$ cat src/rtl/jk_bank_scheduler.sv
// Round-robin scheduler sharing one bank of masked JK flip-flops between N_REQ requesters.
// Each transaction runs IDLE -> GRANT -> APPLY and finishes with a one-cycle ack.
module jk_bank_scheduler #(
   parameter int unsigned N_REQ = 4,
   parameter int unsigned WIDTH = 8,
   parameter logic [WIDTH-1:0] INIT_Q = '0
) (
   input  logic                   clk,
   input  logic                   rst,
   input  logic [N_REQ-1:0]       req,
   input  logic [N_REQ*WIDTH-1:0] req_j,
   input  logic [N_REQ*WIDTH-1:0] req_k,
   input  logic [N_REQ*WIDTH-1:0] req_mask,
   output logic [N_REQ-1:0]       gnt,
   output logic [N_REQ-1:0]       ack,
   output logic [WIDTH-1:0]       q,
   output logic [WIDTH-1:0]       q_bar,
   output logic                   busy
);

   localparam int unsigned PtrW = (N_REQ > 1) ? $clog2(N_REQ) : 1;

   typedef enum logic [1:0] {StIdle, StGrant, StApply} state_e;

   state_e            state_q, state_d;
   logic [PtrW-1:0]   win_q, win_d;
   logic [PtrW-1:0]   rr_ptr_q, rr_ptr_d;
   logic [N_REQ-1:0]  gnt_q, gnt_d;
   logic [N_REQ-1:0]  ack_q, ack_d;
   logic [WIDTH-1:0]  q_q, q_d;
   logic [WIDTH-1:0]  j_q, j_d;
   logic [WIDTH-1:0]  k_q, k_d;
   logic [WIDTH-1:0]  mask_q, mask_d;

   logic [WIDTH-1:0]  j_arr    [N_REQ];
   logic [WIDTH-1:0]  k_arr    [N_REQ];
   logic [WIDTH-1:0]  mask_arr [N_REQ];

   for (genvar g = 0; g < N_REQ; g++) begin : g_unpack
      assign j_arr[g]    = req_j[g*WIDTH +: WIDTH];
      assign k_arr[g]    = req_k[g*WIDTH +: WIDTH];
      assign mask_arr[g] = req_mask[g*WIDTH +: WIDTH];
   end

   logic              found;
   int unsigned       idx;

   always_comb begin
      state_d  = state_q;
      win_d    = win_q;
      rr_ptr_d = rr_ptr_q;
      gnt_d    = '0;
      ack_d    = '0;
      q_d      = q_q;
      j_d      = j_q;
      k_d      = k_q;
      mask_d   = mask_q;
      found    = 1'b0;
      idx      = 0;

      unique case (state_q)
         StIdle: begin
            // Scan starting at rr_ptr so the most recent winner gets lowest priority.
            for (int unsigned i = 0; i < N_REQ; i++) begin
               idx = (32'(rr_ptr_q) + i) % N_REQ;
               if (!found && req[PtrW'(idx)]) begin
                  found = 1'b1;
                  win_d = PtrW'(idx);
               end
            end
            if (found) begin
               gnt_d[win_d] = 1'b1;
               state_d      = StGrant;
            end
         end
         StGrant: begin
            if (req[win_q]) begin
               j_d     = j_arr[win_q];
               k_d     = k_arr[win_q];
               mask_d  = mask_arr[win_q];
               state_d = StApply;
            end else begin
               state_d = StIdle;
            end
         end
         StApply: begin
            // JK characteristic: q+ = j&~q | ~k&q, limited to masked bits.
            q_d = (mask_q & ((j_q & ~q_q) | (~k_q & q_q))) | (~mask_q & q_q);
            ack_d[win_q] = 1'b1;
            if (32'(win_q) == N_REQ - 1) begin
               rr_ptr_d = '0;
            end else begin
               rr_ptr_d = win_q + 1'b1;
            end
            state_d = StIdle;
         end
         default: state_d = StIdle;
      endcase
   end

   always_ff @(posedge clk) begin
      if (rst) begin
         state_q  <= StIdle;
         win_q    <= '0;
         rr_ptr_q <= '0;
         gnt_q    <= '0;
         ack_q    <= '0;
         q_q      <= INIT_Q;
         j_q      <= '0;
         k_q      <= '0;
         mask_q   <= '0;
      end else begin
         state_q  <= state_d;
         win_q    <= win_d;
         rr_ptr_q <= rr_ptr_d;
         gnt_q    <= gnt_d;
         ack_q    <= ack_d;
         q_q      <= q_d;
         j_q      <= j_d;
         k_q      <= k_d;
         mask_q   <= mask_d;
      end
   end

   assign gnt   = gnt_q;
   assign ack   = ack_q;
   assign q     = q_q;
   assign q_bar = ~q_q;
   assign busy  = (state_q != StIdle);

endmodule

$ cat config.mk
export PLATFORM = sky130hd
export DESIGN_NAME = jk_bank_scheduler
export DESIGN_NICKNAME = d
export VERILOG_FILES = /design/src/rtl/jk_bank_scheduler.sv
export SDC_FILE = /design/constraint.sdc
export NUM_CORES = 1
export LEC_CHECK = 0
export BUFFER_PORTS_ARGS = -buffer_cell sky130_fd_sc_hd__clkbuf_2
export CELL_PAD_IN_SITES_DETAIL_PLACEMENT = 1
export CELL_PAD_IN_SITES_GLOBAL_PLACEMENT = 1
export CORE_ASPECT_RATIO = 1.4
export CORE_MARGIN = 2
export CORE_UTILIZATION = 36
export CTS_BUF_LIST = sky130_fd_sc_hd__clkbuf_8
export CTS_CLUSTER_SIZE = 12
export DETAILED_ROUTE_END_ITERATION = 8
export HOLD_SLACK_MARGIN = 0.1
export PLACE_DENSITY = 0.89
export SETUP_SLACK_MARGIN = 0.4
export SYNTH_ARGS = -nofsm -noshare
export SYNTH_HDL_FRONTEND = slang
export SYNTH_SLANG_ARGS = --single-unit
$ cat constraint.sdc
create_clock -name clk -period 2.35 [get_ports clk]
set_input_delay 0.235 -clock clk [delete_from_list [all_inputs] [get_ports clk]]
set_output_delay 0.235 -clock clk [all_outputs]
set_load 0.02 [all_outputs]
==> flow_metrics.env, run 1 <==
export IMPL_status="complete, no violations"
export IMPL_end_kind="flop"
export IMPL_grt_pass1_vias=2802
export IMPL_ys_warn_count=0
export IMPL_hold_viol_final=0
export IMPL_cts_hold_buffers=0
export IMPL_cts_buffers=5
export IMPL_die_width_um=77.60
export IMPL_power_per_cell_area_nw_per_um2=553.2
export IMPL_port_buffers=126
export IMPL_synthCells=259
export IMPL_fin_crit_ns=1.828
export IMPL_fill_cells=894
export IMPL_netlist_top_cells_area="dfxtp_1 34%, mux4_2 21%, mux2i_1 9.2%"
export IMPL_nets=489
export IMPL_synth_ff_latch_count=46
export IMPL_setup_viol=0
export IMPL_grt_usage_pct=19.97
export IMPL_rsz0062_at_grt="no"
export IMPL_maxCapViolations=0
export IMPL_cts_root_buffer="clkbuf_8"
export IMPL_clk_pin_slew_worst_paths_ns=0.09
export IMPL_synth_common_cells="46 x dfxtp_1, 35 x nor2_1, 26 x mux4_2"
export IMPL_crit_chain="mux4_2 -> o221a_2 -> or3b_1 -> a21oi_1"
export IMPL_ir_drop_mv=0.2593
export IMPL_r2r_start="rr_ptr_q[0]$_SDFFE_PP0N_"
export IMPL_cts_tree="built"
export IMPL_critPathKind="flop to flop"
export IMPL_crit_start="rr_ptr_q[0]$_SDFFE_PP0N_"
export IMPL_yosysSeqAreaShare_pct=33.73
export IMPL_hold_path_class="primary input to flop"
export IMPL_drtAntennaViolNets=0
export IMPL_routed_wl_um=8174
export IMPL_diodes=0
export IMPL_fin_setup_tns_ns=0
export IMPL_finalCritPeriodShare_pct=77.81
export IMPL_clk_latency_ns=0.30
export IMPL_worst_slack_ns=0.5215
export IMPL_synth_top_area_share_pct=33.73
export IMPL_syn_nets=365
export IMPL_pre_cts_slack_ns=0.1753
export IMPL_rows=37
export IMPL_areaGrowthSynthToFinish_pct=31.94
export IMPL_finClkSkew_ns=0.01046
export IMPL_h_tree_depth=2
export IMPL_wl_per_cell_um=16.99
export IMPL_gr_total_overflow=0
export IMPL_cp_slowest_cell="mux4_2"
export IMPL_yosysMostFrequentCell="dfxtp_1"
export IMPL_max_stage_delay_ns=0.50
export IMPL_dp_hpwl_um=6386
export IMPL_detail_route_iter0_violations=109
export IMPL_drive_above_1_share_pct=48.44
export IMPL_relSlewSlack_pct=70.30
export IMPL_die_area_um2=8306
export IMPL_avgSynthCellArea_um2=10.54
export IMPL_num_vias=2600
export IMPL_clock_sinks=46
export IMPL_cp_data_required_time_ns=2.57
export IMPL_async_flop_share_pct=0
export IMPL_synth_distinct_cells=45
export IMPL_final_max_slew_viol_count=0
export IMPL_crit_arrival_ns=2.05
export IMPL_whs_ns=0.2606
export IMPL_min_from="rst"
export IMPL_ioPinCount=127
export IMPL_clock_path_buffers=2
export IMPL_worst_pin_slew_ns=0.4428
export IMPL_syn_area_um2=2730
export IMPL_via_per_inst=5.405
export IMPL_core_um2=7361
export IMPL_fmax_mhz=546.9
export IMPL_startpoint_type="flop"
export IMPL_place_congestion=0.8715
export IMPL_dp_cells=469
export IMPL_antenna_found_initial=0
export IMPL_dr_pass1_iters=4
export IMPL_grt_pass1_wl_um=13180
export IMPL_ys_flop_type="dfxtp_1"
export IMPL_synth_edff_count=0
export IMPL_grt_start_max_net_pins=39
export IMPL_drcViolationCount=0
export IMPL_finalNonFillerCells=481
export IMPL_start_util_pct=37.09
export IMPL_yosysTopAreaCell="dfxtp_1"
export IMPL_path_max_fanout=12
export IMPL_p_leak_nw=1.505
export IMPL_dieHeight_um=107.0
## routing by layer
metal | routed length, um | GRT usage (%) | part of all wire [%]
met4 | 146 | 5.867 | 1.8
met5 | 0 | 0 | 0
met2 | 4613 | 39.29 | 56
met3 | 390 | 4.293 | 4.8
met1 | 3023 | 20.67 | 37
## cells in the final DEF (no fill, tap or decap), types with 2 or more instances in the layout
cell	instances
mux2i_1	25
nand2_1	4
mux4_2	26
dfxtp_2	2
a211oi_1	5
nor2_1	34
nand3_1	2
dfxtp_1	42
nor3b_1	2
nor3_1	6
ha_1	4
nor4bb_1	2
clkbuf_8	6
a21oi_1	8
or3b_2	2
o21ai_0	5
buf_4	11
a31oi_1	10
nand2b_1	3
and2_1	4
a2111oi_4	2
inv_1	12
nand3b_1	2
nor2b_1	6
clkbuf_2	126
o211ai_1	2
dfxtp_4	2
a41oi_1	7
## final timing paths
check,end,slack (ns),cells after the start
worst min-delay path,state_q[0]$_SDFFE_PP0P_,0.26,3
worst max-delay path,gnt[0]$_SDFF_PP0_,0.52,4
worst min register to register,flop,0.50,2
worst max register to register,gnt[0]$_SDFF_PP0_,0.52,4
## layout make-up
class / count / area (um^2) / area share [%]
multi-input cells: 179 / 1673 / 46.44
flip-flops and latches: 46 / 930.9 / 25.84
repair buffers: 138 / 733.2 / 20.35
well taps: 97 / 121.4 / 3.369
clock buffers: 6 / 82.58 / 2.292
inverters: 13 / 48.80 / 1.355
clock inverters: 2 / 12.51 / 0.3473
## what timing repair did
action                     4_1_cts  5_1_grt
setup endpoints to repair        6       29
resized for setup                3        6
gates cloned                     0        0
setup buffers                    0        4
pin swaps                        0        2
## critical path, delay by kind of cell (launching register included)
family	cells	cell delay [ns]
DFF	1	0.42
muxes	1	0.50
and+or+nand+nor	1	0.39
AOI/OAI and AO/OA	2	0.44
## through the flow
step	cell area (um^2)	power (mW)	util [%]
floorplan	2730	1.298	-
global route	3602	2.108	48.94
CTS	3551	2.011	48.24
finish	3602	1.993	48.94
detailed placement	3451	1.500	46.88
global placement	3451	1.478	46.88
## report_power, final
| part | leakage (nW) | total, mW | internal (mW) | switching (mW) |
|---|---|---|---|---|
| clock | 0.0472 | 0.508 | 0.237 | 0.271 |
| combinational | 1.08 | 0.597 | 0.319 | 0.278 |
| sequential | 0.376 | 0.888 | 0.834 | 0.0534 |
## cell families after synthesis
family | count (synthesis) | synth area share, %
AOI/OAI and AO/OA | 48 | 13.57
DFF | 46 | 33.73
muxes | 52 | 31.03
adders and majority gates | 4 | 1.833
buffers and inverters | 34 | 5.636
and+or+nand+nor | 75 | 14.21
No activity file was read; power rests on OpenSTA's default activity.
==> inputs of run 2 (changes only) <==
Settings changed: ABC_AREA set to 1, CORE_UTILIZATION 36 to 29, PLACE_DENSITY 0.89 to 0.84.
Clock period 2.35 ns to 1.65 ns, I/O delays scaled along.
==> flow_metrics.env, run 2 <==
export IMPL_cts_buffers=5
export IMPL_gr_total_overflow=0
export IMPL_p_leak_nw=1.944
export IMPL_cp_num_cells=8
export IMPL_yosysSeqAreaShare_pct=33.87
export IMPL_ys_flop_type="dfxtp_1"
export IMPL_worst_pin_slew_ns=0.6335
export IMPL_antenna_found_initial=1
export IMPL_mostFrequentLayoutCells="125 x clkbuf_2, 58 x nor2_1, 53 x o21ai_0"
export IMPL_detail_route_iter0_violations=211
export IMPL_dieHeight_um=118.6
export IMPL_ir_drop_mv=0.5600
export IMPL_syn_area_um2=2719
export IMPL_combPwrFrac_pct=51.2
export IMPL_yosysMostFrequentCell="o21ai_0"
export IMPL_via_per_inst=5.388
export IMPL_core_um2=9080
export IMPL_ff2ff_path_depth=8
export IMPL_finalCritPeriodShare_pct=99.79
export IMPL_grt_pass1_wl_um=17950
export IMPL_setup_viol=0
export IMPL_whs_ns=0.1190
export IMPL_place_congestion=0.8629
export IMPL_start_util_pct=29.94
export IMPL_critPathTopFamily="buffers and inverters"
export IMPL_hold_path_class="primary input to flop"
export IMPL_max_stage_delay_ns=0.43
export IMPL_synth_edff_count=0
export IMPL_clock_path_buffers=2
export IMPL_dr_pass1_iters=7
export IMPL_clk_latency_ns=0.31
export IMPL_cts_tree="built"
export IMPL_hold_viol_final=0
export IMPL_rsz0062_at_grt="yes"
export IMPL_synth_distinct_cells=26
export IMPL_netlist_top_cells_area="dfxtp_1 34%, o21ai_0 15%, nor2_1 8.4%"
export IMPL_path_max_fanout=5
export IMPL_fill_cells=1156
export IMPL_ys_warn_count=0
export IMPL_synth_common_cells="82 x o21ai_0, 61 x nor2_1, 49 x inv_1"
export IMPL_grt_pass1_vias=3654
export IMPL_cp_slowest_cell="dfxtp_4"
export IMPL_relSlewSlack_pct=57.77
export IMPL_p_int_mw=2.660
export IMPL_nets=664
export IMPL_cp_data_required_time_ns=1.84
export IMPL_dp_hpwl_um=7901
export IMPL_violations="DRC"
export IMPL_synthCells=418
export IMPL_routed_wl_um=13000
export IMPL_fmax_mhz=607.3
export IMPL_multi_input_area_um2=1795
export IMPL_power_per_cell_area_nw_per_um2=1086
export IMPL_startpoint_type="flop"
export IMPL_regArea_um2=938.4
export IMPL_crit_chain="buf_12 -> a21oi_2 -> o21ai_1 -> nand4_1 -> buf_6 -> buf_12 -> o21ai_1 -> a21oi_1"
export IMPL_critPathKind="flop to flop"
export IMPL_fin_crit_ns=1.647
export IMPL_synth_top_area_share_pct=33.87
export IMPL_die_width_um=85.84
export IMPL_status="finished, violations left"
export IMPL_final_max_slew_viol_count=0
export IMPL_areaGrowthSynthToFinish_pct=57.20
export IMPL_ioPinCount=127
export IMPL_crit_arrival_ns=1.84
export IMPL_swShare_pct=42.69
export IMPL_num_vias=3594
export IMPL_drtAntennaViolNets=0
export IMPL_power_mw=4.641
export IMPL_fin_setup_tns_ns=0
export IMPL_rows=41
export IMPL_yosysTopAreaCell="dfxtp_1"
export IMPL_h_tree_depth=2
export IMPL_netSwitchingPower_mw=1.981
export IMPL_synth_ff_latch_count=46
export IMPL_clkPwrFrac_pct=18.9
export IMPL_drive_above_1_share_pct=45.44
export IMPL_clock_sinks=46
export IMPL_path_buf_inv=3
export IMPL_maxCapViolations=0
export IMPL_layout_commonest_cell="clkbuf_2"
export IMPL_syn_nets=524
export IMPL_finClkSkew_ns=0.006552
export IMPL_grt_usage_pct=22.17
export IMPL_drcViolationCount=8
export IMPL_grt_start_max_net_pins=35
export IMPL_hold_depth=2
export IMPL_wl_per_cell_um=19.49
export IMPL_async_flop_share_pct=0
export IMPL_end_kind="flop"
export IMPL_port_buffers=126
export IMPL_avgSynthCellArea_um2=6.504
export IMPL_cts_root_buffer="clkbuf_8"
export IMPL_die_area_um2=10180
export IMPL_seqPwrFrac_pct=29.9
export IMPL_clk_pin_slew_worst_paths_ns=0.09
[run 2: changes by cell type after synthesis, sizes merged, moves of 10 or more]
cell and change:
mux4 -26, mux2i -25, a31oi -10, nor2 +27
o21ai +80, inv +42, a21oi +23, nand2 +57
nand3 +11, o22ai +24
[run 2: routing by layer]
metal	global-route usage [%]	wire length, um	vias to the layer above
li1	-	-	1678
met5	0	0	-
met2	41.41	6876	140
met1	24.72	4903	1732
met4	6.250	544	0
met3	4.609	675	44
[run 2: cells by family (layout without fill, tap and decap cells)]
| family | count (synthesis) | count (layout) | synth area share [%] |
|---|---|---|---|
| flip-flops | 46 | 46 | 33.87 |
| AND/OR/NAND/NOR | 138 | 138 | 21.95 |
| adder cells (fa/ha/maj) | 4 | 4 | 1.841 |
| AO/OA/AOI/OAI | 149 | 149 | 30.10 |
| buffers and inverters | 81 | 222 | 12.24 |
| other | 0 | 1 | 0 |
[run 2: worst paths after layout]
check	startpoint	end	slack, ns
max	win_q[0]$_SDFFE_PP0N_	mask_q[1]$_SDFFE_PP0P_	0.003
min	rst	state_q[1]$_SDFFE_PP0P_	0.12
max reg2reg	win_q[0]$_SDFFE_PP0N_	mask_q[1]$_SDFFE_PP0P_	0.003
min reg2reg	j_q[2]$_SDFFE_PP0P_	j_q[2]$_SDFFE_PP0P_	0.46
[run 2: area by class of cell]
class,instances,area share [%]
Antenna cell,1,0.05855
Clock buffer,5,1.610
Clock inverter,3,1.025
Inverter,55,5.533
Multi-Input combinational cell,291,42.01
Sequential cell,46,21.96
Tap cell,107,3.132
Timing Repair Buffer,158,24.47
Timing Repair inverter,1,0.2049
[run 2: what timing repair did]
item	CTS	global route
endpoints found under the setup margin	34	44
setup buffers	9	3
gates resized for setup	28	70
hold buffers	0	0
pin swaps	10	10
gates cloned	4	5
[run 2: power groups by stage]
stage / sequential (mW) / combinational [mW] / clock [mW]
2_1_floorplan: 1.36 / 1.15 / 0
3_3_place_gp: 1.36 / 1.56 / 0
3_5_place_dp: 1.37 / 1.64 / 0
4_1_cts: 1.36 / 1.92 / 0.861
5_1_grt: 1.40 / 2.55 / 0.941
6_report: 1.39 / 2.38 / 0.879
[run 2: stage by stage]
| step | cell area [um^2] | cells | worst slack, ns | utilization [%] |
|---|---|---|---|---|
| 3_3_place_gp | 3556 | 637 | 0.08606 | 39.16 |
| 4_1_cts | 3914 | 658 | 0.1267 | 43.10 |
| 5_1_grt | 4272 | 666 | -0.05019 | 47.04 |
| 3_5_place_dp | 3556 | 637 | -0.06134 | 39.16 |
| 2_1_floorplan | 2844 | 418 | 0.2279 | - |
| 6_report | 4274 | 667 | 0.003445 | 47.07 |
